$ cat src/rtl/store_drain.sv
// Retires committed stores from the SAQ head into data memory via a req/ack write handshake.
// Optional feature: define STORE_DRAIN_FAULT_EN to report V=0 entries on o_fault instead of silently dropping them.
module store_drain #(
    parameter int WIDTH_TAG  = 5,
    parameter int WIDTH_ADDR = 32,
    parameter int WIDTH_WORD = 32,
    parameter int WIDTH      = 4,
    parameter int WIDTH_DATA = 4 + WIDTH_ADDR + WIDTH_TAG
) (
    input  logic                  i_clk,
    input  logic                  i_rst,
    input  logic [WIDTH_DATA-1:0] i_entry,
    input  logic                  i_empty,
    input  logic                  i_rob_val,
    input  logic [WIDTH_TAG-1:0]  i_rob_tag,
    input  logic                  i_weData,
    input  logic [WIDTH-1:0]      i_waddrData,
    input  logic [WIDTH_WORD-1:0] i_data,
    input  logic                  i_mem_ack,
    output logic                  o_re,
    output logic                  o_mem_req,
    output logic [WIDTH_ADDR-1:0] o_mem_addr,
    output logic [WIDTH_WORD-1:0] o_mem_data,
    output logic                  o_done,
    output logic [WIDTH_TAG-1:0]  o_done_tag,
    output logic                  o_fault,
    output logic                  o_busy
);

    localparam int SIZE     = 2 ** WIDTH;
    localparam int D_BIT    = WIDTH_TAG;
    localparam int V_BIT    = WIDTH_TAG + 1;
    localparam int ADDR_LSB = WIDTH_TAG + 2;
    localparam int VAL_BIT  = ADDR_LSB + WIDTH_ADDR;
    localparam int A_BIT    = VAL_BIT + 1;
    localparam logic [WIDTH-1:0] HEAD_STEP = 1;

    typedef enum logic [1:0] {
        ST_IDLE = 2'd0,
        ST_REQ  = 2'd1,
        ST_POP  = 2'd2
    } state_t;

    state_t                state_q, state_d;
    logic [WIDTH-1:0]      head_q, head_d;
    logic [WIDTH_ADDR-1:0] addr_q, addr_d;
    logic [WIDTH_TAG-1:0]  tag_q, tag_d;
    logic [WIDTH_WORD-1:0] rd_data_q;
    logic                  load_data;

    logic [WIDTH_WORD-1:0] data_mem [SIZE];

    logic                  e_a, e_val, e_v, e_d;
    logic [WIDTH_ADDR-1:0] e_addr;
    logic [WIDTH_TAG-1:0]  e_tag;
    logic                  eligible;

    assign e_a      = i_entry[A_BIT];
    assign e_val    = i_entry[VAL_BIT];
    assign e_addr   = i_entry[ADDR_LSB +: WIDTH_ADDR];
    assign e_v      = i_entry[V_BIT];
    assign e_d      = i_entry[D_BIT];
    assign e_tag    = i_entry[WIDTH_TAG-1:0];
    assign eligible = !i_empty && e_a && i_rob_val && (e_tag == i_rob_tag);

    // Store-data array: unreset, one write port, enabled registered read.
    always_ff @(posedge i_clk) begin
        if (i_weData) begin
            data_mem[i_waddrData] <= i_data;
        end
    end

    // Read-during-write to the head returns the old word; the D bit lands on the same edge.
    always_ff @(posedge i_clk) begin
        if (i_rst) begin
            rd_data_q <= '0;
        end else if (load_data) begin
            rd_data_q <= data_mem[head_q];
        end
    end

`ifdef STORE_DRAIN_FAULT_EN
    logic fault_q, fault_d;
`endif

    always_ff @(posedge i_clk) begin
        if (i_rst) begin
            state_q <= ST_IDLE;
            head_q  <= '0;
            addr_q  <= '0;
            tag_q   <= '0;
`ifdef STORE_DRAIN_FAULT_EN
            fault_q <= 1'b0;
`endif
        end else begin
            state_q <= state_d;
            head_q  <= head_d;
            addr_q  <= addr_d;
            tag_q   <= tag_d;
`ifdef STORE_DRAIN_FAULT_EN
            fault_q <= fault_d;
`endif
        end
    end

    always_comb begin
        state_d   = state_q;
        head_d    = head_q;
        addr_d    = addr_q;
        tag_d     = tag_q;
        load_data = 1'b0;
`ifdef STORE_DRAIN_FAULT_EN
        fault_d   = fault_q;
`endif
        case (state_q)
            ST_IDLE: begin
                if (eligible) begin
                    if (!e_val || !e_v) begin
                        // Killed or faulted: retire without touching memory.
                        state_d = ST_POP;
                        tag_d   = e_tag;
`ifdef STORE_DRAIN_FAULT_EN
                        fault_d = e_val;
`endif
                    end else if (e_d) begin
                        state_d   = ST_REQ;
                        addr_d    = e_addr;
                        tag_d     = e_tag;
                        load_data = 1'b1;
`ifdef STORE_DRAIN_FAULT_EN
                        fault_d   = 1'b0;
`endif
                    end
                end
            end
            ST_REQ: begin
                if (i_mem_ack) begin
                    state_d = ST_POP;
                end
            end
            ST_POP: begin
                head_d  = head_q + HEAD_STEP;
                state_d = ST_IDLE;
            end
            default: begin
                state_d = ST_IDLE;
            end
        endcase
    end

    assign o_re       = (state_q == ST_POP);
    assign o_done     = (state_q == ST_POP);
    assign o_mem_req  = (state_q == ST_REQ);
    assign o_busy     = (state_q != ST_IDLE);
    assign o_mem_addr = addr_q;
    assign o_mem_data = rd_data_q;
    assign o_done_tag = tag_q;

`ifdef STORE_DRAIN_FAULT_EN
    assign o_fault = (state_q == ST_POP) && fault_q;
`else
    assign o_fault = 1'b0;
`endif

endmodule

$ cat config.mk
export PLATFORM = sky130hd
export DESIGN_NAME = store_drain
export DESIGN_NICKNAME = d
export VERILOG_FILES = /design/src/rtl/store_drain.sv
export SDC_FILE = /design/constraint.sdc
export NUM_CORES = 1
export LEC_CHECK = 0
export BUFFER_PORTS_ARGS = -buffer_cell sky130_fd_sc_hd__buf_2
export CAP_MARGIN = 20
export CORE_MARGIN = 10
export CORE_UTILIZATION = 50
export CTS_BUF_LIST = sky130_fd_sc_hd__clkbuf_4 sky130_fd_sc_hd__clkbuf_8
export DETAILED_ROUTE_END_ITERATION = 16
export PLACE_DENSITY = 0.75
export REMOVE_ABC_BUFFERS = 1
export SETUP_SLACK_MARGIN = 0.15
export SLEW_MARGIN = 20
export SYNTH_ARGS = -nofsm -noshare
export SYNTH_HDL_FRONTEND = slang
export SYNTH_SLANG_ARGS = --single-unit
$ cat constraint.sdc
create_clock -name i_clk -period 11.2 [get_ports i_clk]
set_clock_uncertainty 0.2 [all_clocks]
set_input_delay 1.68 -clock i_clk [delete_from_list [all_inputs] [get_ports i_clk]]
set_output_delay 1.68 -clock i_clk [all_outputs]
set_load 0.03 [all_outputs]
==> results of run 1 <==
-- area by class of cell --
type	instances	area (µm²)	area share
multi-input cells	464	5540	0.212
clock inverters	26	190	0.00728
repair buffers	189	1100	0.0421
well taps	600	751	0.0287
flip-flops and latches	587	16900	0.646
diodes	1	2.50	0.0000958
inverters	1	3.75	0.000144
clock buffers	137	1650	0.0633
-- power groups by stage --
stage | Combinational, mW | Clock (mW) | Sequential, mW
finish | 0.108 | 1.79 | 2.42
global route | 0.117 | 1.92 | 2.42
detailed placement | 0.106 | 0 | 2.47
CTS | 0.106 | 1.82 | 2.42
global placement | 0.101 | 0 | 2.47
floorplan | 0.0394 | 0 | 2.47
-- flip-flops by register name, indices dropped and copies added, names as in the netlist --
| signal | flops |
|---|---|
| state_q | 2 |
| o_done_tag | 5 |
| head_q | 4 |
| o_mem_addr | 32 |
| o_mem_data | 32 |
| data_mem | 512 |
-- critical path, stage by stage (launching register included) --
cell     delay [ps]
dfxtp_1         400
nor2b_1         520
buf_2           310
-- logic make-up (layout without fill, tap and decap cells) --
logic type,count (synthesis),count (layout),share of synthesized area
buffers and inverters,89,353,0.0201
and+or+nand+nor,152,152,0.0397
DFF,587,587,0.743
AOI/OAI and AO/OA,173,173,0.0665
muxes,129,129,0.127
other,1,2,0.000165
adders and majority gates,1,1,0.000550
xor gates and xnor gates,8,8,0.00308
-- placed cells by master (no fill, tap or decap), types with 3 or more instances in the layout --
cell type  count
nor2_2        28
clkinv_1       9
a21oi_1       38
dfxtp_1       73
o2bb2ai_2     30
nand2b_1       4
a22o_1        64
nand2_1        3
nor3_2         4
xnor2_1        6
nor2_1         9
buf_2        160
nand4_1       39
nor2b_1       34
buf_16         4
clkinv_2      10
nor2_4        13
mux4_2       128
clkbuf_8     100
edfxtp_1     512
o31ai_1       37
buf_4         25
clkbuf_4      37
-- per-stage QoR --
| step | hold slack [ps] | cells |
|---|---|---|
| 2_1_floorplan | 288 | 1052 |
| 6_report | 267 | 2005 |
| 5_1_grt | 283 | 2004 |
| 4_1_cts | 270 | 2000 |
| 3_5_place_dp | 262 | 1837 |
| 3_3_place_gp | 247 | 1837 |
-- routing by layer --
metal / part of all wire / global-route usage / vias to the layer above
li1: - / - / 5132
met1: 0.41 / 0.244 / 6128
met2: 0.48 / 0.286 / 551
met3: 0.092 / 0.0446 / 78
met4: 0.019 / 0.0517 / 0
met5: 0 / 0 / -
-- final timing paths --
check / start / endpoint / slack, ps / depth (start not counted)
max: state_q[1] / o_done / 7470 / 2
min: o_done_tag[4] / o_done_tag[4] / 270 / 2
max reg2reg: head_q[0] / o_mem_data[13] / 7720 / 6
min reg2reg: o_done_tag[4] / o_done_tag[4] / 270 / 2
==> results.sh, run 1 <==
export IMPL_status="finished clean"
export IMPL_avgViaCountPerCell=5.93
export IMPL_yosysWarnings=0
export IMPL_tightest_slew_ps=1150
export IMPL_cts_buffers_inserted=89
export IMPL_vias=11900
export IMPL_dp_hpwl_mm=27.9
export IMPL_report_final_slew_viol_count=0
export IMPL_timing_fmax_mhz=268
export IMPL_cts_buffer_depth=3
export IMPL_crit_fanout=6
export IMPL_switching_share=0.204
export IMPL_grt_pass1_vias=12400
export IMPL_synth_area_per_cell_um2=19.9
export IMPL_ios=162
export IMPL_pwr_share_comb=0.025
export IMPL_overflow=0
export IMPL_drt_initial_drc_count=895
export IMPL_p_int_mw=3.44
export IMPL_finalCritPeriodShare=0.333
export IMPL_yosys_register_bits=587
export IMPL_clkSlewWorstSetupHoldPaths_ps=60
export IMPL_worst_slack_ps=7470
export IMPL_required_ps=9320
export IMPL_ys_top_cells_by_area="edfxtp_1 68%, mux4_2 13%, dfxtp_1 6.6%"
export IMPL_start_kind="register"
export IMPL_pwr_share_seq=0.561
export IMPL_ir_drop_mv=0.129
export IMPL_critPathKind="register to primary output"
export IMPL_yosysMostFrequentCell="edfxtp_1"
export IMPL_antenna_found_initial=1
export IMPL_die_w_um=233
export IMPL_ant_nets=0
export IMPL_fin_tns_setup_ps=0
export IMPL_fin_area_um2=26100
export IMPL_numPortBuffers=160
export IMPL_leakagePower_nw=8.44
export IMPL_cp_end_kind="primary output"
export IMPL_max_slew_margin_rel=0.232
export IMPL_yosysTopAreaCellShare=0.677
export IMPL_pwr_density_cell_nw_per_um2=165
export IMPL_postRouteWirelength_mm=49.4
export IMPL_post_route_min_period_ps=3730
export IMPL_coreArea_um2=45200
export IMPL_fp_dieH_um=233
export IMPL_p_clk_frac=0.414
export IMPL_setup_viol=0
export IMPL_rows=78
export IMPL_nets=1421
export IMPL_ys_dominant_reg_cell="edfxtp_1"
export IMPL_ys_seq_area_frac=0.743
export IMPL_fillers=3253
export IMPL_grt_use_total=0.180
export IMPL_start_util=0.503
export IMPL_gp_congestion=0.827
export IMPL_power_total_mw=4.32
export IMPL_yosys_cell_types_count=40
export IMPL_synthArstFlopShare=0
export IMPL_synth_area_leader_cell="edfxtp_1"
export IMPL_p_sw_mw=0.881
export IMPL_syn_to_final_growth_pct=14.9
export IMPL_wire_per_inst_um=24.6
export IMPL_pre_cts_ws_ps=6360
export IMPL_yosys_top_cells_count="512 x edfxtp_1, 128 x mux4_2, 75 x dfxtp_1"
export IMPL_arrival_ps=1850
export IMPL_drv_cap=0
export IMPL_syn_inst=1140
export IMPL_synth_edf_count=512
export IMPL_grt_pass1_wl_mm=74.4
export IMPL_cts_root_buf="clkbuf_8"
export IMPL_fin_util=0.578
export IMPL_final_hold_viol_count=0
export IMPL_cts_tree="done"
export IMPL_die_area_um2=54400
export IMPL_rsz0062_at_grt="no"
export IMPL_h_tree_depth=3
export IMPL_hold_class="register to register"
export IMPL_drive_gt1_frac=0.397
export IMPL_cts_setup_buffers=0
export IMPL_clkLatencyLatePin_ps=640
export IMPL_drc=0
export IMPL_dpl_instance_area_um2=24200
export IMPL_clock_sinks=587
export IMPL_ctsHoldBuffers=0
export IMPL_ctsResizeCount=0
export IMPL_dr_pass1_iters=7
export IMPL_grt_max_degree=78
export IMPL_synth_area_um2=22700
Note: power is estimated with default switching activity, not from simulation.
==> run 2, diff against run 1 <==
clock period = 3.9 ns   (was 11.2 ns; I/O delays follow)
==> results.sh, run 2 (synthesized netlist as in run 1, its figures left out) <==
export IMPL_nets=1467
export IMPL_ant_nets=0
export IMPL_fillers=3166
export IMPL_clock_sinks=587
export IMPL_hold_class="primary input to register"
export IMPL_timing_fmax_mhz=376
export IMPL_start_util=0.503
export IMPL_drc=0
export IMPL_grt_pass1_wl_mm=77.8
export IMPL_crit_fanout=6
export IMPL_fin_util=0.587
export IMPL_ios=162
export IMPL_setup_viol=0
export IMPL_critPathTopFamily="simple AND/OR/NAND/NOR gates"
export IMPL_dr_pass1_iters=5
export IMPL_grt_max_degree=60
export IMPL_syn_to_final_growth_pct=16.8
export IMPL_placed_cells=1852
export IMPL_drt_initial_drc_count=1068
export IMPL_clkSlewWorstSetupHoldPaths_ps=60
export IMPL_critPathKind="register to primary output"
export IMPL_instances_no_fill=2048
export IMPL_cp_slowest_cell="nor2b_1"
export IMPL_regMostFlops="data_mem"
export IMPL_report_final_slew_viol_count=0
export IMPL_wire_per_inst_um=24.8
export IMPL_cp_end_kind="primary output"
export IMPL_post_route_min_period_ps=2660
export IMPL_die_w_um=233
export IMPL_start_kind="register"
export IMPL_rows=78
export IMPL_drive_gt1_frac=0.387
export IMPL_required_ps=3120
export IMPL_antenna_found_initial=1
export IMPL_worst_slack_ps=1240
export IMPL_h_tree_depth=3
export IMPL_final_hold_viol_count=0
export IMPL_max_slew_margin_rel=0.226
export IMPL_max_stage_delay_ps=530
export IMPL_cts_tree="done"
export IMPL_final_common_cell="edfxtp_1"
export IMPL_cts_setup_buffers=0
export IMPL_grt_use_total=0.189
export IMPL_ir_drop_mv=0.419
export IMPL_tightest_slew_ps=1160
export IMPL_grt_pass1_vias=12700
export IMPL_rsz0062_at_grt="no"
export IMPL_layout_common_cells="512 x edfxtp_1, 160 x buf_2, 128 x mux4_2, 96 x clkbuf_8, 73 x dfxtp_1"
export IMPL_largest_reg_flops=512
export IMPL_crit_chain="nor2b_1, buf_2"
export IMPL_die_area_um2=54400
export IMPL_leakagePower_nw=8.62
export IMPL_coreArea_um2=45200
export IMPL_fin_tns_setup_ps=0
export IMPL_numPortBuffers=160
export IMPL_clkLatencyLatePin_ps=650
export IMPL_cts_root_buf="clkbuf_8"
export IMPL_avgViaCountPerCell=5.88
export IMPL_drv_cap=0
export IMPL_finalCritPeriodShare=0.681
export IMPL_status="finished clean"
export IMPL_postRouteWirelength_mm=50.8
export IMPL_overflow=0
export IMPL_cts_buffers_inserted=89
export IMPL_cts_buffer_depth=3
export IMPL_dp_hpwl_mm=29.7
export IMPL_arrival_ps=1870
export IMPL_pwr_density_cell_nw_per_um2=465
export IMPL_vias=12000
export IMPL_pre_cts_ws_ps=1110
export IMPL_path_buf_inv=1
export IMPL_fp_dieH_um=233
export IMPL_gp_congestion=0.840
-- run 2: area by class of cell --
class	instances	area, µm²	share of cell area
Antenna cell	1	2.50	0.0000943
Clock buffer	124	1530	0.0577
Sequential cell	587	16900	0.636
Tap cell	600	751	0.0283
Multi-Input combinational cell	464	5530	0.208
Inverter	1	3.75	0.000141
Clock inverter	36	256	0.00966
Timing Repair Buffer	235	1590	0.0598
-- run 2: path summary, 6_finish.rpt --
kind / from / to / slack, ps / cells after the start
hold reg to reg: o_mem_addr[13] / o_mem_addr[13] / 260 / 2
setup / recovery: state_q[1] / o_done / 1240 / 2
hold / removal: i_entry[0] / o_done_tag[0] / 50 / 3
setup reg to reg: head_q[0] / o_mem_data[16] / 1300 / 5
-- run 2: tightest hold or removal path, cell delays in order --
cell     delay, ps
buf_2          110
nand4_1         60
a21oi_1         60
-- run 2: what timing repair did --
action                    CTS  global route
hold buffers               30             0
resized for setup           0             0
hold endpoints to repair   30             0
-- run 2: where the power goes --
| part | switching [mW] | internal (mW) |
|---|---|---|
| sequential | 0.0252 | 6.94 |
| combinational | 0.224 | 0.115 |
| clock | 2.29 | 2.74 |
-- run 2: metal layers --
layer,wire length [µm],global-route usage,part of all wire
met3,4830,0.0597,0.095
met1,20900,0.253,0.41
met5,12,0,0.00024
met4,1040,0.0542,0.020
met2,24100,0.294,0.47
-- run 2: stage by stage --
| stage | total power, mW | cell area (µm²) | hold slack, ps |
|---|---|---|---|
| floorplan | 7.20 | 22300 | 288 |
| global placement | 7.38 | 24300 | 246 |
| detailed placement | 7.41 | 24300 | 258 |
| CTS | 12.4 | 26400 | 2.59 |
| global route | 12.7 | 26500 | 27.0 |
| finish | 12.3 | 26500 | 48.4 |
==> run 3, diff against run 2 <==
ABC_AREA = 1   (was unset)
PLACE_DENSITY = 0.77   (was 0.75)
clock period = 2.2 ns   (was 3.9 ns; I/O delays follow)
==> results.sh, run 3 <==
export IMPL_status="finished clean"
export IMPL_grt_pass1_vias=18000
export IMPL_cts_root_buf="clkbuf_8"
export IMPL_crit_fanout=3
export IMPL_dr_pass1_iters=5
export IMPL_crit_top_cell="buf_4"
export IMPL_ys_dominant_reg_cell="edfxtp_1"
export IMPL_clkSlewWorstSetupHoldPaths_ps=60
export IMPL_syn_inst=2590
export IMPL_placed_cells=3340
export IMPL_dp_hpwl_mm=32.8
export IMPL_path_buf_inv=3
export IMPL_cp_end_kind="primary output"
export IMPL_synth_area_per_cell_um2=9.71
export IMPL_multiInputGateArea_um2=5920
export IMPL_hold_class="primary input to register"
export IMPL_yosys_top_cells_count="831 x nand2_1, 512 x edfxtp_1, 466 x inv_1"
export IMPL_dr_wl_met3_mm=5.76
export IMPL_synthArstFlopShare=0
export IMPL_pwr_share_comb=0.031
export IMPL_cp_slowest_cell="dfxtp_1"
export IMPL_max_slew_margin_rel=0.613
export IMPL_drc=0
export IMPL_finalCritPeriodShare=0.906
export IMPL_final_seq_area_um2=16900
export IMPL_syn_to_final_growth_pct=17.5
export IMPL_fp_dieH_um=244
export IMPL_rsz0062_at_grt="yes"
export IMPL_final_hold_viol_count=0
export IMPL_die_area_um2=59700
export IMPL_tightest_slew_ps=581
export IMPL_p_sw_mw=4.66
export IMPL_fin_tns_setup_ps=0
export IMPL_start_util=0.503
export IMPL_ant_nets=0
export IMPL_fin_area_um2=29500
export IMPL_routed_top_layer="met5"
export IMPL_grt_max_degree=114
export IMPL_final_common_cell="nand2_1"
export IMPL_ys_seq_area_frac=0.671
export IMPL_crit_chain="inv_1, nor2_1, buf_4, buf_4"
export IMPL_h_tree_depth=3
export IMPL_yosys_register_bits=587
export IMPL_fillers=3817
export IMPL_ios=162
export IMPL_dpl_instance_area_um2=27000
export IMPL_holdWs_ps=228
export IMPL_yosys_cell_types_count=22
export IMPL_drv_cap=0
export IMPL_start_kind="register"
export IMPL_regMostFlops="data_mem"
export IMPL_overflow=0
export IMPL_pwr_share_seq=0.560
export IMPL_grt_pass1_wl_mm=95.4
export IMPL_largest_reg_flops=512
export IMPL_yosysMostFrequentCell="nand2_1"
export IMPL_synth_area_um2=25100
export IMPL_leakagePower_nw=13.2
export IMPL_required_ps=1670
export IMPL_drive_gt1_frac=0.135
export IMPL_critPathKind="register to primary output"
export IMPL_timing_fmax_mhz=502
export IMPL_cts_buffers_inserted=92
export IMPL_wl_met1_mm=24.2
export IMPL_setup_viol=0
export IMPL_coreArea_um2=50000
export IMPL_wire_per_inst_um=17.1
export IMPL_antenna_found_initial=3
export IMPL_yosysTopAreaCellShare=0.611
export IMPL_clkLatencyLatePin_ps=670
export IMPL_numPortBuffers=160
export IMPL_post_route_min_period_ps=1990
export IMPL_postRouteWirelength_mm=61.1
export IMPL_ys_top_cells_by_area="edfxtp_1 61%, nand2_1 12%, nand3_1 7.7%"
export IMPL_vias=18200
export IMPL_gp_congestion=0.790
export IMPL_synth_edf_count=512
export IMPL_p_int_mw=17.4
export IMPL_ir_drop_mv=0.425
export IMPL_synth_area_leader_cell="edfxtp_1"
export IMPL_p_clk_frac=0.409
export IMPL_instances_no_fill=3585
export IMPL_layout_common_cells="831 x nand2_1, 512 x edfxtp_1, 464 x inv_1, 388 x nand3_1, 157 x buf_2"
export IMPL_yosysWarnings=0
export IMPL_cts_buffer_depth=3
export IMPL_clock_sinks=587
export IMPL_max_stage_delay_ps=330
export IMPL_nets=2925
export IMPL_drt_initial_drc_count=1434
export IMPL_pwr_density_cell_nw_per_um2=746
export IMPL_critPathTopFamily="buffers and inverters"
export IMPL_avgViaCountPerCell=5.06
export IMPL_cts_tree="done"
export IMPL_rows=82
export IMPL_die_w_um=244
export IMPL_report_final_slew_viol_count=0
export IMPL_grt_use_total=0.201
export IMPL_route_met2_wl_mm=29.7
export IMPL_switching_share=0.212
export IMPL_arrival_ps=1460
[run 3: changes by cell type after synthesis, sizes merged, moves of 36 or more]
cell | previous run | this run
nand2 | 3 | 831
inv | 1 | 470
nand3 | 4 | 388
mux4 | 128 | 0
nor2 | 50 | 167
a22o | 64 | 0
buf | 42 | 95
nand4 | 39 | 2
o31ai | 37 | 0
nor2b | 36 | 0
[run 3: path summary, 6_finish.rpt]
| check | startpoint | slack, ps | end | cells past startpoint |
|---|---|---|---|---|
| hold reg to reg | o_mem_data[19] | 310 | o_mem_data[19] | 4 |
| setup reg to reg | head_q[0] | 280 | o_mem_data[20] | 10 |
| setup / recovery | state_q[1] | 210 | o_done | 4 |
| hold / removal | i_entry[29] | 230 | o_mem_addr[22] | 4 |
[run 3: logic make-up (layout without fill, tap and decap cells)]
family          count (synthesis)  count (layout)  share of synthesized area
compound gates                  8               8                    0.00159
xor+xnor                        2               2                   0.000697
fa+ha+maj                       1               1                   0.000498
buf+inv                       600             922                     0.0983
flops                         587             587                      0.671
other cells                     1               2                   0.000149
simple gates                 1391            1391                      0.228
[run 3: tightest hold or removal path, stage by stage]
cell and delay, ps:
dlygate4sd3_1 510, buf_2 90, nor2_1 40, nor2_1 80
[run 3: what timing repair did]
item / CTS / global route
cloned: 0 / 0
buffers inserted: 1 / 0
endpoints found under the hold margin: 557 / 0
endpoints found under the setup margin: 2 / 13
hold buffers: 73 / 0
pin swaps: 0 / 0
gates resized for setup: 2 / 5
[run 3: per-layer routing]
| layer | up-vias | GRT usage |
|---|---|---|
| met5 | - | 0 |
| met4 | 4 | 0.0771 |
| met1 | 8511 | 0.248 |
| met3 | 130 | 0.0448 |
| met2 | 826 | 0.341 |
| li1 | 8682 | - |
[run 3: cell type report]
type | instances | area share
well taps | 672 | 0.0285
clock inverters | 39 | 0.00771
diodes | 1 | 0.0000847
repair buffers | 282 | 0.0778
inverters | 470 | 0.0600
clock buffers | 131 | 0.0540
flip-flops and latches | 587 | 0.572
multi-input cells | 1403 | 0.200
[run 3: metrics by stage]
stage                      util  power [mW]  setup slack (ps)
after global placement    0.539        13.1               153
after floorplan               -        12.8             -7440
after global routing      0.591        22.8               147
after CTS                 0.591        22.2               153
final                     0.591        22.0               207
after detailed placement  0.539        13.1               132
[run 3: power by group through the flow]
stage	Clock, mW	Sequential (mW)	Combinational, mW
2_1_floorplan	0	12.6	0.221
3_3_place_gp	0	12.6	0.549
3_5_place_dp	0	12.6	0.576
5_1_grt	9.67	12.3	0.759
4_1_cts	9.15	12.3	0.683
6_report	9.00	12.3	0.687
